`config.mk`:
```
export PLATFORM = sky130hd
export DESIGN_NAME = retire_writeback
export DESIGN_NICKNAME = d
export VERILOG_FILES = /design/src/rtl/retire_writeback.sv
export SDC_FILE = /design/constraint.sdc
export NUM_CORES = 1
export LEC_CHECK = 0
export BUFFER_PORTS_ARGS = -buffer_cell sky130_fd_sc_hd__buf_2
export CAP_MARGIN = 40
export CORE_UTILIZATION = 45
export CTS_CLUSTER_SIZE = 10
export DETAILED_ROUTE_END_ITERATION = 10
export PLACE_DENSITY = 0.66
export SLEW_MARGIN = 25
export SYNTH_ARGS = -nofsm -noshare
export SYNTH_HDL_FRONTEND = slang
export SYNTH_SLANG_ARGS = --single-unit
```
`constraint.sdc`:
```
create_clock -name clk -period 5 [get_ports clk]
set_clock_uncertainty 0.2 [all_clocks]
set_input_delay 0.5 -clock clk [delete_from_list [all_inputs] [get_ports clk]]
set_output_delay 0.5 -clock clk [all_outputs]
set_load 0.1 [all_outputs]
```
`src/rtl/retire_writeback.sv`:
```
// Retire-side regfile writer: in-order commit FIFO drained up to two entries per
// cycle onto regfile write ports c/d, with free-list reporting and a retire counter.
module retire_writeback #(
  parameter int unsigned DEPTH  = 8,
  parameter int unsigned PREG_W = 7,
  parameter int unsigned DATA_W = 32
) (
  input  logic                      clk,
  input  logic                      reset,
  input  logic                      in_valid,
  output logic                      in_ready,
  input  logic                      in_wr_en,
  input  logic [PREG_W-1:0]         in_rd,
  input  logic [PREG_W-1:0]         in_old_rd,
  input  logic [DATA_W-1:0]         in_data,
  input  logic                      wb_stall,
  input  logic                      flush,
  output logic                      wb_c_regwrite,
  output logic [PREG_W-1:0]         wb_c_rd,
  output logic [DATA_W-1:0]         wb_c_data,
  output logic                      wb_d_regwrite,
  output logic [PREG_W-1:0]         wb_d_rd,
  output logic [DATA_W-1:0]         wb_d_data,
  output logic                      free_valid_0,
  output logic [PREG_W-1:0]         free_preg_0,
  output logic                      free_valid_1,
  output logic [PREG_W-1:0]         free_preg_1,
  output logic [15:0]               retired_count,
  output logic [$clog2(DEPTH):0]    occupancy
);

  localparam int unsigned PTR_W = $clog2(DEPTH);
  localparam int unsigned CNT_W = PTR_W + 1;

  logic              mem_wr_en_q  [DEPTH];
  logic [PREG_W-1:0] mem_rd_q     [DEPTH];
  logic [PREG_W-1:0] mem_old_rd_q [DEPTH];
  logic [DATA_W-1:0] mem_data_q   [DEPTH];

  logic [PTR_W-1:0]  head_q, head_d, tail_q, tail_d, head1;
  logic [CNT_W-1:0]  count_q, count_d;
  logic [15:0]       retired_q, retired_d;

  logic              c_we_q, c_we_d, d_we_q, d_we_d;
  logic [PREG_W-1:0] c_rd_q, c_rd_d, d_rd_q, d_rd_d;
  logic [DATA_W-1:0] c_data_q, c_data_d, d_data_q, d_data_d;
  logic              fv0_q, fv0_d, fv1_q, fv1_d;
  logic [PREG_W-1:0] fp0_q, fp0_d, fp1_q, fp1_d;

  logic              push, pop_c, pop_d;
  logic [1:0]        n_pop;

  assign in_ready = (count_q != CNT_W'(DEPTH));

  always_comb begin
    head1  = head_q + PTR_W'(1);
    push   = in_valid && in_ready && !flush;
    pop_c  = !flush && !wb_stall && (count_q != '0);
    pop_d  = !flush && !wb_stall && (count_q >= CNT_W'(2));
    n_pop  = {1'b0, pop_c} + {1'b0, pop_d};

    c_we_d = pop_c && mem_wr_en_q[head_q] && (mem_rd_q[head_q] != '0);
    d_we_d = pop_d && mem_wr_en_q[head1]  && (mem_rd_q[head1]  != '0);
    // Same destination in one drain: only the younger write survives.
    if (c_we_d && d_we_d && (mem_rd_q[head_q] == mem_rd_q[head1]))
      c_we_d = 1'b0;

    fv0_d    = pop_c && mem_wr_en_q[head_q] && (mem_old_rd_q[head_q] != '0);
    fv1_d    = pop_d && mem_wr_en_q[head1]  && (mem_old_rd_q[head1]  != '0);

    c_rd_d   = pop_c ? mem_rd_q[head_q]     : c_rd_q;
    c_data_d = pop_c ? mem_data_q[head_q]   : c_data_q;
    fp0_d    = pop_c ? mem_old_rd_q[head_q] : fp0_q;
    d_rd_d   = pop_d ? mem_rd_q[head1]      : d_rd_q;
    d_data_d = pop_d ? mem_data_q[head1]    : d_data_q;
    fp1_d    = pop_d ? mem_old_rd_q[head1]  : fp1_q;

    head_d    = head_q + PTR_W'(n_pop);
    tail_d    = push ? tail_q + PTR_W'(1) : tail_q;
    count_d   = count_q + CNT_W'(push) - CNT_W'(n_pop);
    retired_d = retired_q + 16'(n_pop);
    if (flush) begin
      head_d  = '0;
      tail_d  = '0;
      count_d = '0;
    end
  end

  always_ff @(posedge clk) begin
    if (push) begin
      mem_wr_en_q[tail_q]  <= in_wr_en;
      mem_rd_q[tail_q]     <= in_rd;
      mem_old_rd_q[tail_q] <= in_old_rd;
      mem_data_q[tail_q]   <= in_data;
    end
  end

  always_ff @(posedge clk or posedge reset) begin
    if (reset) begin
      head_q    <= '0;
      tail_q    <= '0;
      count_q   <= '0;
      retired_q <= '0;
      c_we_q    <= 1'b0;
      d_we_q    <= 1'b0;
      c_rd_q    <= '0;
      d_rd_q    <= '0;
      c_data_q  <= '0;
      d_data_q  <= '0;
      fv0_q     <= 1'b0;
      fv1_q     <= 1'b0;
      fp0_q     <= '0;
      fp1_q     <= '0;
    end else begin
      head_q    <= head_d;
      tail_q    <= tail_d;
      count_q   <= count_d;
      retired_q <= retired_d;
      c_we_q    <= c_we_d;
      d_we_q    <= d_we_d;
      c_rd_q    <= c_rd_d;
      d_rd_q    <= d_rd_d;
      c_data_q  <= c_data_d;
      d_data_q  <= d_data_d;
      fv0_q     <= fv0_d;
      fv1_q     <= fv1_d;
      fp0_q     <= fp0_d;
      fp1_q     <= fp1_d;
    end
  end

  assign wb_c_regwrite = c_we_q;
  assign wb_c_rd       = c_rd_q;
  assign wb_c_data     = c_data_q;
  assign wb_d_regwrite = d_we_q;
  assign wb_d_rd       = d_rd_q;
  assign wb_d_data     = d_data_q;
  assign free_valid_0  = fv0_q;
  assign free_preg_0   = fp0_q;
  assign free_valid_1  = fv1_q;
  assign free_preg_1   = fp1_q;
  assign retired_count = retired_q;
  assign occupancy     = count_q;

endmodule

```
# Word-level counts from Yosys, hierarchy flattened
# Memory sizes are Yosys's and may differ from the RTL's. A register that Yosys moved wholly into a read port is not among the register bits.
# Cells that the tools add are included.
# W data, S select, Z words.
[word_totals] ff_bits=58 ramBits=376 input_bits=52 out_inout_bits=117 word_cells=54 mem_count=4
[classes] add_sub_neg=7 magnitude_cmp=1 eq_ne=2 mux=7 reduce_logical=21
[mem_list] name="mem_data_q" words=8 width=32 read_ports=2 rd_ports_with_merged_regs=2 wr=1 line_no="38" text="logic [DATA_W-1:0] mem_data_q [DEPTH];"
[mem_list] name="mem_old_rd_q" words=8 width=7 read_ports=2 rd_ports_with_merged_regs=0 wr=1 line_no="37" text="logic [PREG_W-1:0] mem_old_rd_q [DEPTH];"
[mem_list] name="mem_rd_q" words=8 width=7 read_ports=2 rd_ports_with_merged_regs=0 wr=1 line_no="36" text="logic [PREG_W-1:0] mem_rd_q [DEPTH];"
[mem_list] name="mem_wr_en_q" words=8 width=1 read_ports=2 rd_ports_with_merged_regs=0 wr=1 line_no="35" text="logic mem_wr_en_q [DEPTH];"
[op_table] op="$reduce_bool A7 Y1" count=4
[op_table] op="$add A16 B2 Y16" count=1
[op_table] op="$logic_and A1 B1 Y1" count=13
[op_table] op="$mux W3" count=3
[op_table] op="$eq A7 B7 Y1" count=1
[op_table] op="$add A3 B1 Y3 const B" count=2
[op_table] op="$add A4 B1 Y4" count=1
[op_table] op="$ge A4 B2 Y1 const B" count=1
[op_table] op="$mux W4" count=1
[op_table] op="$ne A4 B4 Y1 const B" count=1
[op_table] op="$reduce_bool A4 Y1" count=1
[op_table] op="$sub A4 B2 Y4" count=1
[op_table] op="$add A3 B2 Y3" count=1
[op_table] op="$mux W1" count=3
[op_table] op="$add A1 B1 Y2" count=1
[op_table] op="$logic_not A1 Y1" count=2
[op_table] op="$reduce_bool A2 Y1" count=1

# Logic depth before layout (Yosys ltp)
# Gate-level depths: netlist (run 1).
[depth] word_depth=8 ltp_mapped=16 ltp_nobuf=14

# Worst setup path after synthesis (run 1)
# Ideal clock, no wire load.
[synth_timing] path_type="flip-flop to flip-flop" from="reg count_q[2] (netlist: occupancy[2])" to="mem mem_data_q[0][0], enable pin" setup_ns=0.510 arrival_time_ns=5.896 required_ns=4.290 slack_ns=-1.606 path_stages_with_launch=7 n_path_buf=0 period_less_slack_ns=6.606 path_cell_list="dfrtp_1 > inv_1 > ha_1 > nand2_1 > nand2_1 > or3_1 > nor3_1"
[synth_via] elab_chain_cells=5
[synth_rtl] element="start, declared" line_no="41" text="logic [CNT_W-1:0] count_q, count_d;"
[synth_rtl] element="start signal, assigned" line_no="117" text="count_q <= count_d;"
[synth_rtl] element="$ne A4 B4 Y1" line_no="53" text="assign in_ready = (count_q != CNT_W'(DEPTH));"
[synth_rtl] element="net in_ready" line_no="11" text="output logic in_ready,"
[synth_rtl] element="$logic_and A1 B1 Y1 (2 in series)" line_no="57" text="push = in_valid && in_ready && !flush;"
[synth_rtl] element="$mux W1" line_no="90" text="if (push) begin"
[synth_rtl] element="$mux W1 (implied by the code)" line_no="94" text="mem_data_q[tail_q] <= in_data;"
[synth_rtl] element="end, declared" line_no="38"
# The timed path passes the listed nets, and every way through them passes these cells.

# Worst setup path in the final report (run 1)
[layout_timing] from="in flush" to="reg retired_q[12] (netlist: retired_count[12])"
[layout_via] elab_chain_cells=5 elab_cells_between_ends=6 classes_between="add/sub (2); reduce/logical (4)"
[layout_rtl] element="start, declared" line_no="17" text="input logic flush,"
[layout_rtl] element="$logic_not A1 Y1" line_no="59" text="pop_d = !flush && !wb_stall && (count_q >= CNT_W'(2));"
[layout_rtl] element="$logic_and A1 B1 Y1 (2 in series)" line_no="59"
[layout_rtl] element="net pop_d" line_no="50" text="logic push, pop_c, pop_d;"
[layout_rtl] element="$add A1 B1 Y2" line_no="60" text="n_pop = {1'b0, pop_c} + {1'b0, pop_d};"
[layout_rtl] element="$add A16 B2 Y16" line_no="81" text="retired_d = retired_q + 16'(n_pop);"
[layout_rtl] element="net retired_d[12]" line_no="42" text="logic [15:0] retired_q, retired_d;"
[layout_rtl] element="end signal, assigned" line_no="118" text="retired_q <= retired_d;"
[layout_rtl] element="end, declared" line_no="42"
# The timed path passes the listed nets, and every way through them passes these cells.
# A chain may end at the register's enable or synchronous reset.

==> results of run 1 <==
-- metrics by stage --
| step | total power [mW] | hold slack [ns] | utilization, % | instance area [um^2] | std cells |
|---|---|---|---|---|---|
| 6_report | 16.1 | 0.245 | 53.8 | 25800 | 2138 |
| 5_1_grt | 16.8 | 0.266 | 53.8 | 25800 | 2138 |
| 4_1_cts | 16.3 | 0.219 | 53.7 | 25800 | 2136 |
| 3_5_place_dp | 12.5 | 0.265 | 49.2 | 23600 | 1979 |
| 3_3_place_gp | 12.4 | 0.262 | 49.1 | 23500 | 1976 |
| 2_1_floorplan | 11.1 | 0.346 | - | 22000 | 1244 |
-- cell type report --
type / instances / area, um^2
Inverter: 16 / 66.3
Tap cell: 615 / 769
Clock inverter: 3 / 50.0
Sequential cell: 498 / 14400
Fill cell: 3762 / 22200
Timing Repair Buffer: 249 / 1660
Clock buffer: 103 / 1610
Multi-Input combinational cell: 653 / 7280
Antenna cell: 1 / 2.50
-- placed cells by master, fill, tap and decap left out, types with 3 or more instances in the layout --
cell           netlist  routed
a21o_1               3       3
a21oi_1             10      10
a32oi_1              3       3
and3_1               4       4
buf_12               0       5
buf_2               31     168
buf_4               18      24
clkbuf_1            22      45
clkbuf_16            0      57
dfrtp_1            122     120
dlygate4sd3_1        0      51
edfxtp_1           376     376
fa_1                 3       3
ha_1                13      12
inv_1               14      13
mux2i_1             95      95
mux4_2             180     180
nand2_1            121     120
nand2b_1             3       3
nand3_1             11      11
nand4_1              4       4
nor2_1              27      21
nor2_4               0       6
nor2b_1             10      10
nor3_1              14      12
nor3b_1              4       4
o21ai_0             93      93
xnor2_1             14      14
xor2_1              12      12
-- power by group --
group          switching, mW  internal (mW)
registers              0.387           4.97
clock network           1.58           2.15
logic                   4.91           2.08
total                   6.88           9.21
-- sequential cells by signal (all words and copies together) (netlist names) --
| name | flops |
|---|---|
| head_q | 3 |
| mem_old_rd_q | 56 |
| retired_count | 16 |
| free_preg_0 | 7 |
| occupancy | 4 |
| wb_c_regwrite | 1 |
| mem_data_q | 256 |
| free_valid_0 | 1 |
| tail_q | 3 |
| mem_rd_q | 56 |
| free_valid_1 | 1 |
| wb_d_regwrite | 1 |
| mem_wr_en_q | 8 |
| wb_c_rd | 7 |
| wb_d_data | 32 |
| wb_d_rd | 7 |
| free_preg_1 | 7 |
| wb_c_data | 32 |
-- logic make-up (layout without fill, tap and decap cells) --
kind of cell / after synthesis / count (layout) / share of synthesized area, %
AOI/OAI and AO/OA: 123 / 123 / 3.13
xor gates and xnor gates: 28 / 28 / 1.29
adders and majority gates: 16 / 16 / 1.01
buffers and inverters: 93 / 371 / 2.17
DFF: 498 / 498 / 65.2
muxes: 279 / 279 / 23.1
other: 0 / 1 / 0
and+or+nand+nor: 207 / 207 / 4.12
-- how the worst max path moves through the flow --
| stage | to | startpoint | cells past startpoint | slack, ns |
|---|---|---|---|---|
| 2_1_floorplan | mem_data_q[6][0] | occupancy[2] | 6 | -0.35 |
| 3_3_place_gp | retired_count[14] | flush | 13 | 1.35 |
| 3_5_place_dp | retired_count[14] | flush | 13 | 1.32 |
| 4_1_cts | retired_count[12] | flush | 14 | 1.42 |
| 5_1_grt | retired_count[12] | flush | 14 | 1.09 |
| 6_report | retired_count[12] | flush | 14 | 1.40 |
-- layer usage --
layer	global-route usage, %	share of wire (%)	vias to the layer above
met5	0	0.044	-
met4	6.41	2.5	4
met3	4.32	5.9	94
met2	35.2	49	370
met1	29.2	42	6436
li1	-	-	5418
-- worst max-delay path: cells and delay by family --
family / cells / cell delay [ns]
xor gates and xnor gates: 1 / 0.12
adders and majority gates: 3 / 0.99
buffers and inverters: 4 / 1.02
and+or+nand+nor: 6 / 1.25
-- cells in the mapped netlist (3+ instances only) --
cell	number	area, um^2
nor2b_1	10	62.6
buf_2	31	155
nand2b_1	3	18.8
buf_1	3	11.3
ha_1	13	163
xor2_1	12	105
mux2i_1	95	951
nand3_1	11	55.1
nor3_1	14	70.1
buf_6	3	33.8
buf_4	18	135
o21ai_0	93	465
a21o_1	3	22.5
xnor2_1	14	123
nor2_1	27	101
o21ai_1	3	15.0
nor3b_1	4	30.0
mux4_2	180	4050
a32oi_1	3	26.3
edfxtp_1	376	11300
fa_1	3	60.1
clkbuf_1	22	82.6
nand2_1	121	454
dfrtp_1	122	3050
nand4_1	4	25.0
a21oi_1	10	50.1
and3_1	4	25.0
inv_1	14	52.6
-- what timing repair did --
action                                 CTS  global route
setup endpoints to repair                0             0
hold buffers                            51             0
endpoints found under the hold margin  414             0
==> key figures, run 1 <==
Detailed routing
  • DRT Pass-1 Iters: 5
  • Number of remaining DRC errors: 0
  • Post-DR wirelength/cell: 24.2 um
  • Vias: 12322
  • Routed WL: 51.8 mm
  • Avg Vias per Cell: 5.76
  • Final antenna-violating net count: 0
  • DRT iter0 DRCs: 1016

Logic synthesis
  • Syn nets: 1312
  • Register area share after synthesis: 65.2%
  • FF+latch count, synth: 498
  • Mapped cell area: 0.0220 mm^2
  • Ys async rst share: 24.5%
  • Post-synth cell types: 50
  • Synth Flop Type: edfxtp_1
  • Syn Inst Count: 1244
  • Yosys warns: 0
  • EDFF count, synth: 376
  • Avg Inst Size Synth: 17.7 um^2

STA
  • Max Freq: 278 MHz
  • Final count of pins violating max slew: 0
  • RSZ-0062 raised after global routing: false
  • Final setup fails: 0
  • Tightest Pin Transition: 0.847 ns
  • Final worst path period share: 72.0%
  • Final critical-path required period: 3.60 ns
  • Slew headroom: 43.5%
  • Final Hold Fails: 0
  • Worst Setup Slack, final: 1.40 ns
  • Setup TNS after final layout: 0 ns

Cells and area
  • Layout cells sized above 1: 30.2%
  • P&R area growth vs syn: 17.2%
  • Final #Nets: 1542

Hold path
  • Min-delay worst type: in -> async

Floorplan
  • Core area: 0.0479 mm^2
  • Die Wd: 223 um
  • Num ports: 169
  • Initial Util: 45.9%
  • Rows: 80
  • Die ar.: 0.0498 mm^2
  • Chip Height: 223 um

Power
  • Pwr Density: 624 mW/mm^2
  • Worst VDD drop: 0.000452 V
  • Leak Pwr: 9.34 nW

Critical path
  • Reg2reg end: retired_count[12]
  • Critical path type: in -> reg
  • Worst setup EP type: flop
  • Critical-path maximum fanout: 48
  • Crit path required time: 5.29 ns
  • RR Startpoint: occupancy[2]
  • WP data arrival: 3.88 ns
  • Critical Path Source Type: input port
  • Slowest CP cell: dlygate4sd3_1
  • Crit-path cells: dlygate4sd3_1, buf_2, nor2_1, nand2_4, inv_1, ha_1, ha_1, inv_1, fa_1, nor2b_1, nand4_1, nor2_1, nand2_1, xnor2_1
  • R2R depth: 14
  • Largest stage delay, worst path: 0.53 ns
  • Reg2Reg Setup Slack: 1.46 ns

Global route
  • Initial antenna violation count: 3
  • Tot GR Track Use: 21.5%
  • First-pass GRT wire length: 79.8 mm
  • Total gr overflow: 0
  • Vias in the first global route: 13001
  • Largest net degree at the start of global routing: 112

Clocking
  • H-tree depth: 2
  • Skew-Pair Late Insertion Delay: 0.60 ns
  • CTS Buf Count: 56
  • Post-CTS Resized: 0
  • Cell at the root of the clock tree: clkbuf_16
  • Max Root-Sink Buffers: 3
  • Setup bufs post-CTS: 0
  • Clk sinks: 498
  • TritonCTS clock tree: yes
  • Clock transition at path regs: 0.06 ns

Place
  • Post-place setup slack: 1.32 ns
  • HPWL Detailed: 31.8 mm
  • Routability cong.: 0.813
  • Port bufs: 168

Flow run
  • Max Cap Viol: 0

Status
  • Outcome: finished, final reports clean
Note: power is estimated with default switching activity, not from simulation.
==> run 2, diff against run 1 <==
--- a/config.mk
+++ b/config.mk
@@ -10,7 +10,7 @@
 export CORE_UTILIZATION = 45
 export CTS_CLUSTER_SIZE = 10
 export DETAILED_ROUTE_END_ITERATION = 10
-export PLACE_DENSITY = 0.66
+export PLACE_DENSITY = 0.64
 export SLEW_MARGIN = 25
 export SYNTH_ARGS = -nofsm -noshare
 export SYNTH_HDL_FRONTEND = slang
==> constraint.sdc (replaced) <==
create_clock -name clk -period 3.75 [get_ports clk]
set_clock_uncertainty 0.2 [all_clocks]
set_input_delay 0.375 -clock clk [delete_from_list [all_inputs] [get_ports clk]]
set_output_delay 0.375 -clock clk [all_outputs]
set_load 0.1 [all_outputs]
==> run 2 against run 1 <==
  * Non-clock buffer count rose by 13
  * Sequential share of layout area shrank 0.21 points
  * Global-route usage hardly changed
  * Wire length up 0.18%
  * Flip-flop and latch count stayed put
  * First-iteration DRC count rose by 8.0%
  * Critical path type is now reg -> reg
  * Critical endpoint is now retired_count[14]
  * Largest cell class unchanged
==> key figures, run 2 (synthesis results as in run 1) <==
Critical path
  • Critical-path maximum fanout: 3 (was 48)
  • Largest stage delay, worst path: 0.44 ns (was 0.53 ns)
  • RR Startpoint: occupancy[2] (unchanged)
  • Critical Path Source Type: flop (was input port)
  • Buf/Inv on CP: 3 (was 4)
  • R2R depth: 14 (unchanged)
  • Crit path required time: 4.03 ns (was 5.29 ns)
  • WP data arrival: 3.40 ns (was 3.88 ns)
  • Critical path type: reg -> reg (was in -> reg)
  • Crit-path cells: inv_1, ha_1, nand2b_1, o21ai_4, inv_1, ha_1, ha_1, inv_1, fa_1, nor2b_1, nand4_1, nor2_1, nand2_1, xnor2_1 (was dlygate4sd3_1, buf_2, nor2_1, nand2_4, inv_1, ha_1, ha_1, inv_1, fa_1, nor2b_1, nand4_1, nor2_1, nand2_1, xnor2_1)
  • Worst setup EP type: flop (unchanged)
  • Crit-path leading delay family: adder cells (was simple AND/OR/NAND/NOR gates)
  • Crit path from: occupancy[2] (was flush)
  • Slowest CP cell: fa_1 (was dlygate4sd3_1)
  • Worst setup path endpoint: retired_count[14] (was retired_count[12])
  • Reg2reg end: retired_count[14] (was retired_count[12])
  • WP depth: 14 (unchanged)
  • Reg2Reg Setup Slack: 0.63 ns (was 1.46 ns)

Cells and area
  • Final instance area: 0.0259 mm^2 (was 0.0258 mm^2)
  • Final #Nets: 1555 (was 1542)
  • P&R area growth vs syn: 17.7% (was 17.2%)
  • Biggest regs: mem_data_q (256), mem_old_rd_q (56), mem_rd_q (56) (unchanged)
  • Filler cells: 3830 (was 3762)
  • Layout cells sized above 1: 31.3% (was 30.2%)
  • Most common cell after layout, fill and taps aside: edfxtp_1 (unchanged)
  • Post-layout util: 54.0% (was 53.8%)
  • Most frequent cells in the layout: edfxtp_1 (376), mux4_2 (180), buf_2 (168) (unchanged)
  • Number of flip-flops under the largest register name: 256 (unchanged)
  • Biggest register: mem_data_q (unchanged)

Detailed routing
  • Met3 Routed Length: 2.94 mm (was 3.04 mm)
  • DRT iter0 DRCs: 1097 (was 1016)
  • Number of remaining DRC errors: 0 (unchanged)
  • Routed WL: 51.9 mm (was 51.8 mm)
  • Post-DR wirelength/cell: 24.1 um (was 24.2 um)
  • Highest metal used: met5 (unchanged)
  • Met2 WL: 26.1 mm (was 25.6 mm)
  • Post-Route M1 WL: 21.7 mm (was 21.9 mm)
  • DRT Pass-1 Iters: 5 (unchanged)
  • Avg Vias per Cell: 5.70 (was 5.76)
  • Vias: 12277 (was 12322)
  • Final antenna-violating net count: 0 (unchanged)

Floorplan
  • Initial Util: 45.9% (unchanged)
  • Die Wd: 223 um (unchanged)
  • Core area: 0.0479 mm^2 (unchanged)
  • Rows: 80 (unchanged)
  • Die ar.: 0.0498 mm^2 (unchanged)
  • Num ports: 169 (unchanged)
  • Chip Height: 223 um (unchanged)

STA
  • RSZ-0062 raised after global routing: false (unchanged)
  • Worst Setup Slack, final: 0.632 ns (was 1.40 ns)
  • Max Freq: 321 MHz
  • Final worst path period share: 83.2%
  • Slew headroom: 48.4% (was 43.5%)
  • Final critical-path required period: 3.12 ns
  • Final Hold Fails: 0 (unchanged)
  • Final setup fails: 0 (unchanged)
  • Setup TNS after final layout: 0 ns (unchanged)
  • WHS: 0.0882 ns (was 0.245 ns)
  • Final count of pins violating max slew: 0 (unchanged)
  • Tightest Pin Transition: 0.773 ns (was 0.847 ns)

Global route
  • Tot GR Track Use: 21.5% (about the same)
  • First-pass GRT wire length: 79.5 mm (was 79.8 mm)
  • Vias in the first global route: 12941 (was 13001)
  • Largest net degree at the start of global routing: 123 (was 112)
  • Total gr overflow: 0 (unchanged)
  • Initial antenna violation count: 4 (was 3)

Clocking
  • Clock transition at path regs: 0.06 ns (about the same)
  • Hold-fix buffers, CTS: 51 (unchanged)
  • Clk sinks: 498 (unchanged)
  • TritonCTS clock tree: yes (unchanged)
  • Setup bufs post-CTS: 0 (unchanged)
  • Cell at the root of the clock tree: clkbuf_16 (unchanged)
  • CTS Buf Count: 56 (unchanged)
  • Post-CTS Resized: 0 (unchanged)
  • Skew-Pair Late Insertion Delay: 0.60 ns (about the same)
  • H-tree depth: 2 (unchanged)
  • Max Root-Sink Buffers: 3 (unchanged)

Place
  • Routability cong.: 0.817 (was 0.813)
  • Placed inst area: 0.0237 mm^2 (was 0.0236 mm^2)
  • HPWL Detailed: 31.0 mm (was 31.8 mm)
  • Post-place setup slack: 0.664 ns (was 1.32 ns)
  • Port bufs: 168 (unchanged)

Power
  • Pwr Density: 832 mW/mm^2 (was 624 mW/mm^2)
  • Leak Pwr: 9.40 nW (was 9.34 nW)
  • Worst VDD drop: 0.000607 V (was 0.000452 V)

Status
  • Outcome: finished, final reports clean (unchanged)

Flow run
  • Max Cap Viol: 0 (unchanged)

Hold path
  • Hold Crit Depth: 6
  • Min-delay worst type: in -> reg (was in -> async)
==> run 2: changes by cell type in the layout (fill, tap and decap cells not counted), moves of 2 or more <==
cell	previous run	this run
buf_12	5	3
dfrtp_1	120	116
dfrtp_2	0	4
diode_2	1	3
buf_4	24	38
==> run 2: final cells by class <==
type,instances,area [um^2],area share [%]
Antenna cell,3,7.51,0.0290
Clock buffer,103,1620,6.25
Clock inverter,3,22.5,0.0870
Inverter,16,65.1,0.251
Multi-Input combinational cell,653,7300,28.2
Sequential cell,498,14400,55.4
Tap cell,615,769,2.97
Timing Repair Buffer,262,1750,6.77
==> run 2: power breakdown <==
| part | internal (mW) | switching, mW | leakage (nW) |
|---|---|---|---|
| clock network | 2.88 | 2.10 | 0.782 |
| registers | 6.63 | 0.413 | 4.93 |
| logic | 2.87 | 6.64 | 3.68 |
| total | 12.4 | 9.16 | 9.40 |
==> run 2: metal layers <==
metal  global-route usage, %  vias up
met3                    4.20       74
met2                    36.1      360
met5                       0        -
met1                    28.8     6392
met4                    5.67        2
li1                        -     5449
==> run 2: per-stage QoR <==
step / cells / power, mW
after global routing: 2153 / 22.5
final: 2153 / 21.5
after CTS: 2150 / 21.8
after detailed placement: 1993 / 16.7
after global placement: 1991 / 16.6
after floorplan: 1244 / 14.9
==> run 2: worst min path at each step <==
stage                   start                to
6_report             wb_stall        wb_d_rd[2]
3_5_place_dp    wb_c_data[23]     wb_c_data[23]
5_1_grt              wb_stall        wb_d_rd[2]
3_3_place_gp   free_preg_0[1]    free_preg_0[1]
2_1_floorplan      in_data[0]  mem_data_q[0][0]
4_1_cts              wb_stall        wb_d_rd[2]
==> run 2: worst min-delay path, stage by stage <==
cell     delay, ns
buf_2         0.09
nor2_1        0.09
nand2_4       0.09
inv_1         0.06
nand3_1       0.09
nand2_1       0.05
==> run 3, diff against run 2 <==
==> constraint.sdc (replaced) <==
create_clock -name clk -period 3.1 [get_ports clk]
set_clock_uncertainty 0.2 [all_clocks]
set_input_delay 0.31 -clock clk [delete_from_list [all_inputs] [get_ports clk]]
set_output_delay 0.31 -clock clk [all_outputs]
set_load 0.1 [all_outputs]
==> run 3 against run 2 <==
  * Setup slack worse by 0.43 ns
  * Global-route usage fell by 0.40 points
  * Largest cell class unchanged
  * Critical path depth fell by 6
  * Flip-flop and latch count unchanged
  * Largest power group unchanged
  * Clock power increased by 24%
==> key figures, run 3 (synthesis results as in run 1) <==
Cells and area
  • Most frequent cells in the layout: edfxtp_1 (376), mux4_2 (180), buf_2 (168) (unchanged)
  • Layout cells sized above 1: 33.0% (was 31.3%)
  • Final #Nets: 1571 (was 1555)
  • Most common cell after layout, fill and taps aside: edfxtp_1 (unchanged)
  • Biggest regs: mem_data_q (256), mem_old_rd_q (56), mem_rd_q (56) (unchanged)
  • Filler cells: 3775 (was 3830)
  • Biggest register: mem_data_q (unchanged)
  • P&R area growth vs syn: 18.6% (was 17.7%)
  • Footprint of the multi-input gates: 0.00734 mm^2 (was 0.00730 mm^2)
  • Number of flip-flops under the largest register name: 256 (unchanged)
  • Final instance area: 0.0261 mm^2 (was 0.0259 mm^2)
  • Ant. Diodes: 0 (was 3)
  • Register area: 0.0144 mm^2 (unchanged)

Clocking
  • Max Root-Sink Buffers: 3 (unchanged)
  • Skew-Pair Late Insertion Delay: 0.61 ns (was 0.60 ns)
  • Clk sinks: 498 (unchanged)
  • Cell at the root of the clock tree: clkbuf_16 (unchanged)
  • CTS Buf Count: 57 (was 56)
  • Clock transition at path regs: 0.06 ns (about the same)
  • TritonCTS clock tree: yes (unchanged)
  • Post-CTS Resized: 0 (unchanged)
  • H-tree depth: 2 (unchanged)

Flow run
  • Max Cap Viol: 0 (unchanged)

Critical path
  • Crit-path cells: ha_4, xor2_4, buf_4, mux2i_1, a32oi_1, and3_1, nor4_1, a41oi_1 (was inv_1, ha_1, nand2b_1, o21ai_4, inv_1, ha_1, ha_1, inv_1, fa_1, nor2b_1, nand4_1, nor2_1, nand2_1, xnor2_1)
  • Critical Path Source Type: flop (unchanged)
  • Buf/Inv on CP: 1 (was 3)
  • Critical path type: reg -> reg (unchanged)
  • Reg2reg end: wb_c_regwrite (was retired_count[14])
  • Reg2Reg Setup Slack: 0.20 ns (was 0.63 ns)
  • Worst setup EP type: flop (unchanged)
  • Crit-path leading delay family: flip-flops (was adder cells)
  • RR Startpoint: head_q[1] (was occupancy[2])
  • Largest stage delay, worst path: 0.55 ns (was 0.44 ns)
  • Slowest CP cell: dfrtp_4 (was fa_1)
  • Crit path required time: 3.37 ns (was 4.03 ns)
  • WP data arrival: 3.17 ns (was 3.40 ns)
  • R2R depth: 8 (was 14)
  • Critical-path maximum fanout: 12 (was 3)

Global route
  • Tot GR Track Use: 21.1% (was 21.5%)
  • Initial antenna violation count: 3 (was 4)
  • Vias in the first global route: 12859 (was 12941)
  • Total gr overflow: 0 (unchanged)
  • First-pass GRT wire length: 78.0 mm (was 79.5 mm)
  • Largest net degree at the start of global routing: 123 (unchanged)

STA
  • Final count of pins violating max slew: 0 (unchanged)
  • Worst Setup Slack, final: 0.200 ns (was 0.632 ns)
  • RSZ-0062 raised after global routing: false (unchanged)
  • Final critical-path required period: 2.90 ns (was 3.12 ns)
  • Slew headroom: 48.8% (was 48.4%)
  • Final worst path period share: 93.5% (was 83.2%)
  • Final setup fails: 0 (unchanged)
  • Max Freq: 345 MHz (was 321 MHz)
  • Final Hold Fails: 0 (unchanged)
  • Tightest Pin Transition: 0.767 ns (was 0.773 ns)

Place
  • Post-place setup slack: 0.212 ns (was 0.664 ns)
  • Placed inst area: 0.0239 mm^2 (was 0.0237 mm^2)
  • HPWL Detailed: 31.7 mm (was 31.0 mm)
  • Routability cong.: 0.841 (was 0.817)
  • Port bufs: 168 (unchanged)

Detailed routing
  • Final antenna-violating net count: 0 (unchanged)
  • Post-DR wirelength/cell: 23.7 um (was 24.1 um)
  • Vias: 12276 (was 12277)
  • Avg Vias per Cell: 5.67 (was 5.70)
  • DRT Pass-1 Iters: 7 (was 5)
  • Routed WL: 51.4 mm (was 51.9 mm)
  • DRT iter0 DRCs: 923 (was 1097)
  • Number of remaining DRC errors: 0 (unchanged)

Power
  • P_sw: 11.2 mW (was 9.16 mW)
  • Combinational fraction of design power: 44.2% (about the same)
  • Pwr Density: 1010 mW/mm^2 (was 832 mW/mm^2)
  • Clk pwr share: 23.4% (was 23.1%)
  • Net switching share of the total power: 42.3% (was 42.5%)
  • Int Pwr: 15.2 mW (was 12.4 mW)
  • Worst VDD drop: 0.000821 V (was 0.000607 V)
  • Sequential fraction of design power: 32.4% (was 32.7%)
  • Leak Pwr: 9.50 nW (was 9.40 nW)
  • Power Total: 26.4 mW (was 21.5 mW)

Hold path
  • Min-delay src: wb_stall (unchanged)
  • Hold-critical path endpoint: wb_d_rd[5] (was wb_d_rd[2])
  • Hold Crit Depth: 6 (unchanged)
  • Min-delay worst type: in -> reg (unchanged)

Floorplan
  • Core area: 0.0479 mm^2 (unchanged)
  • Rows: 80 (unchanged)
  • Die Wd: 223 um (unchanged)
  • Die ar.: 0.0498 mm^2 (unchanged)
  • Initial Util: 45.9% (unchanged)
  • Num ports: 169 (unchanged)
  • Chip Height: 223 um (unchanged)

Status
  • Outcome: finished, final reports clean (unchanged)
## run 3: cell count changes in the layout (fill, tap and decap cells not counted), sizes merged
| cell | previous run | this run |
|---|---|---|
| diode | 3 | 0 |
| buf | 211 | 226 |
| clkinv | 3 | 5 |
| bufinv | 0 | 1 |
| clkbuf | 103 | 100 |
## run 3: power by group through the flow
stage	Clock, mW	Sequential, mW	Combinational [mW]
3_3_place_gp	0	8.64	11.6
5_1_grt	6.54	8.64	12.3
6_report	6.18	8.54	11.6
2_1_floorplan	0	13.1	4.99
3_5_place_dp	0	8.66	11.7
4_1_cts	6.32	8.54	11.8
## run 3: final cells by class
class / count / share of cell area [%]
clock buffer: 100 / 6.21
clock inverter: 6 / 0.307
inverter: 16 / 0.245
multi-input combinational: 653 / 28.1
sequential: 498 / 55.0
tap: 615 / 2.95
timing repair buffer: 277 / 7.14
## run 3: per-layer routing
metal	vias to the layer above	global-route usage [%]	part of all wire, %
li1	5469	-	-
met1	6398	28.2	42
met2	334	36.1	51
met3	69	3.79	5.3
met4	6	4.74	1.6
met5	-	0	0.064
## run 3: tightest hold or removal path, cell delays in order
cell and delay, ns:
buf_2 0.08, nor2_1 0.09, nand2_4 0.08, inv_1 0.10, nand3_1 0.10, nand2_1 0.05
## run 3: what timing repair did
item,CTS,global route
hold buffers,51,0
endpoints found under the hold margin,508,0
setup buffers,0,1
endpoints found under the setup margin,0,1
## run 3: metrics by stage
stage | utilization (%) | hold WS [ns] | cells | TNS (ns)
2_1_floorplan | - | 0.209 | 1244 | -30.29
3_3_place_gp | 49.8 | 0.258 | 2007 | 0
3_5_place_dp | 49.8 | 0.265 | 2007 | 0
4_1_cts | 54.4 | 0.0169 | 2164 | 0
5_1_grt | 54.4 | 0.0703 | 2165 | 0
6_report | 54.4 | 0.0480 | 2165 | 0
## run 3: worst max-delay path by stage
stage / to / start / depth (start not counted)
detailed placement: retired_count[12] / occupancy[2] / 14
global placement: wb_c_regwrite / head_q[1] / 8
finish: wb_c_regwrite / head_q[1] / 8
floorplan: mem_data_q[0][0] / occupancy[2] / 6
global route: retired_count[12] / occupancy[3] / 14
CTS: retired_count[12] / occupancy[2] / 14
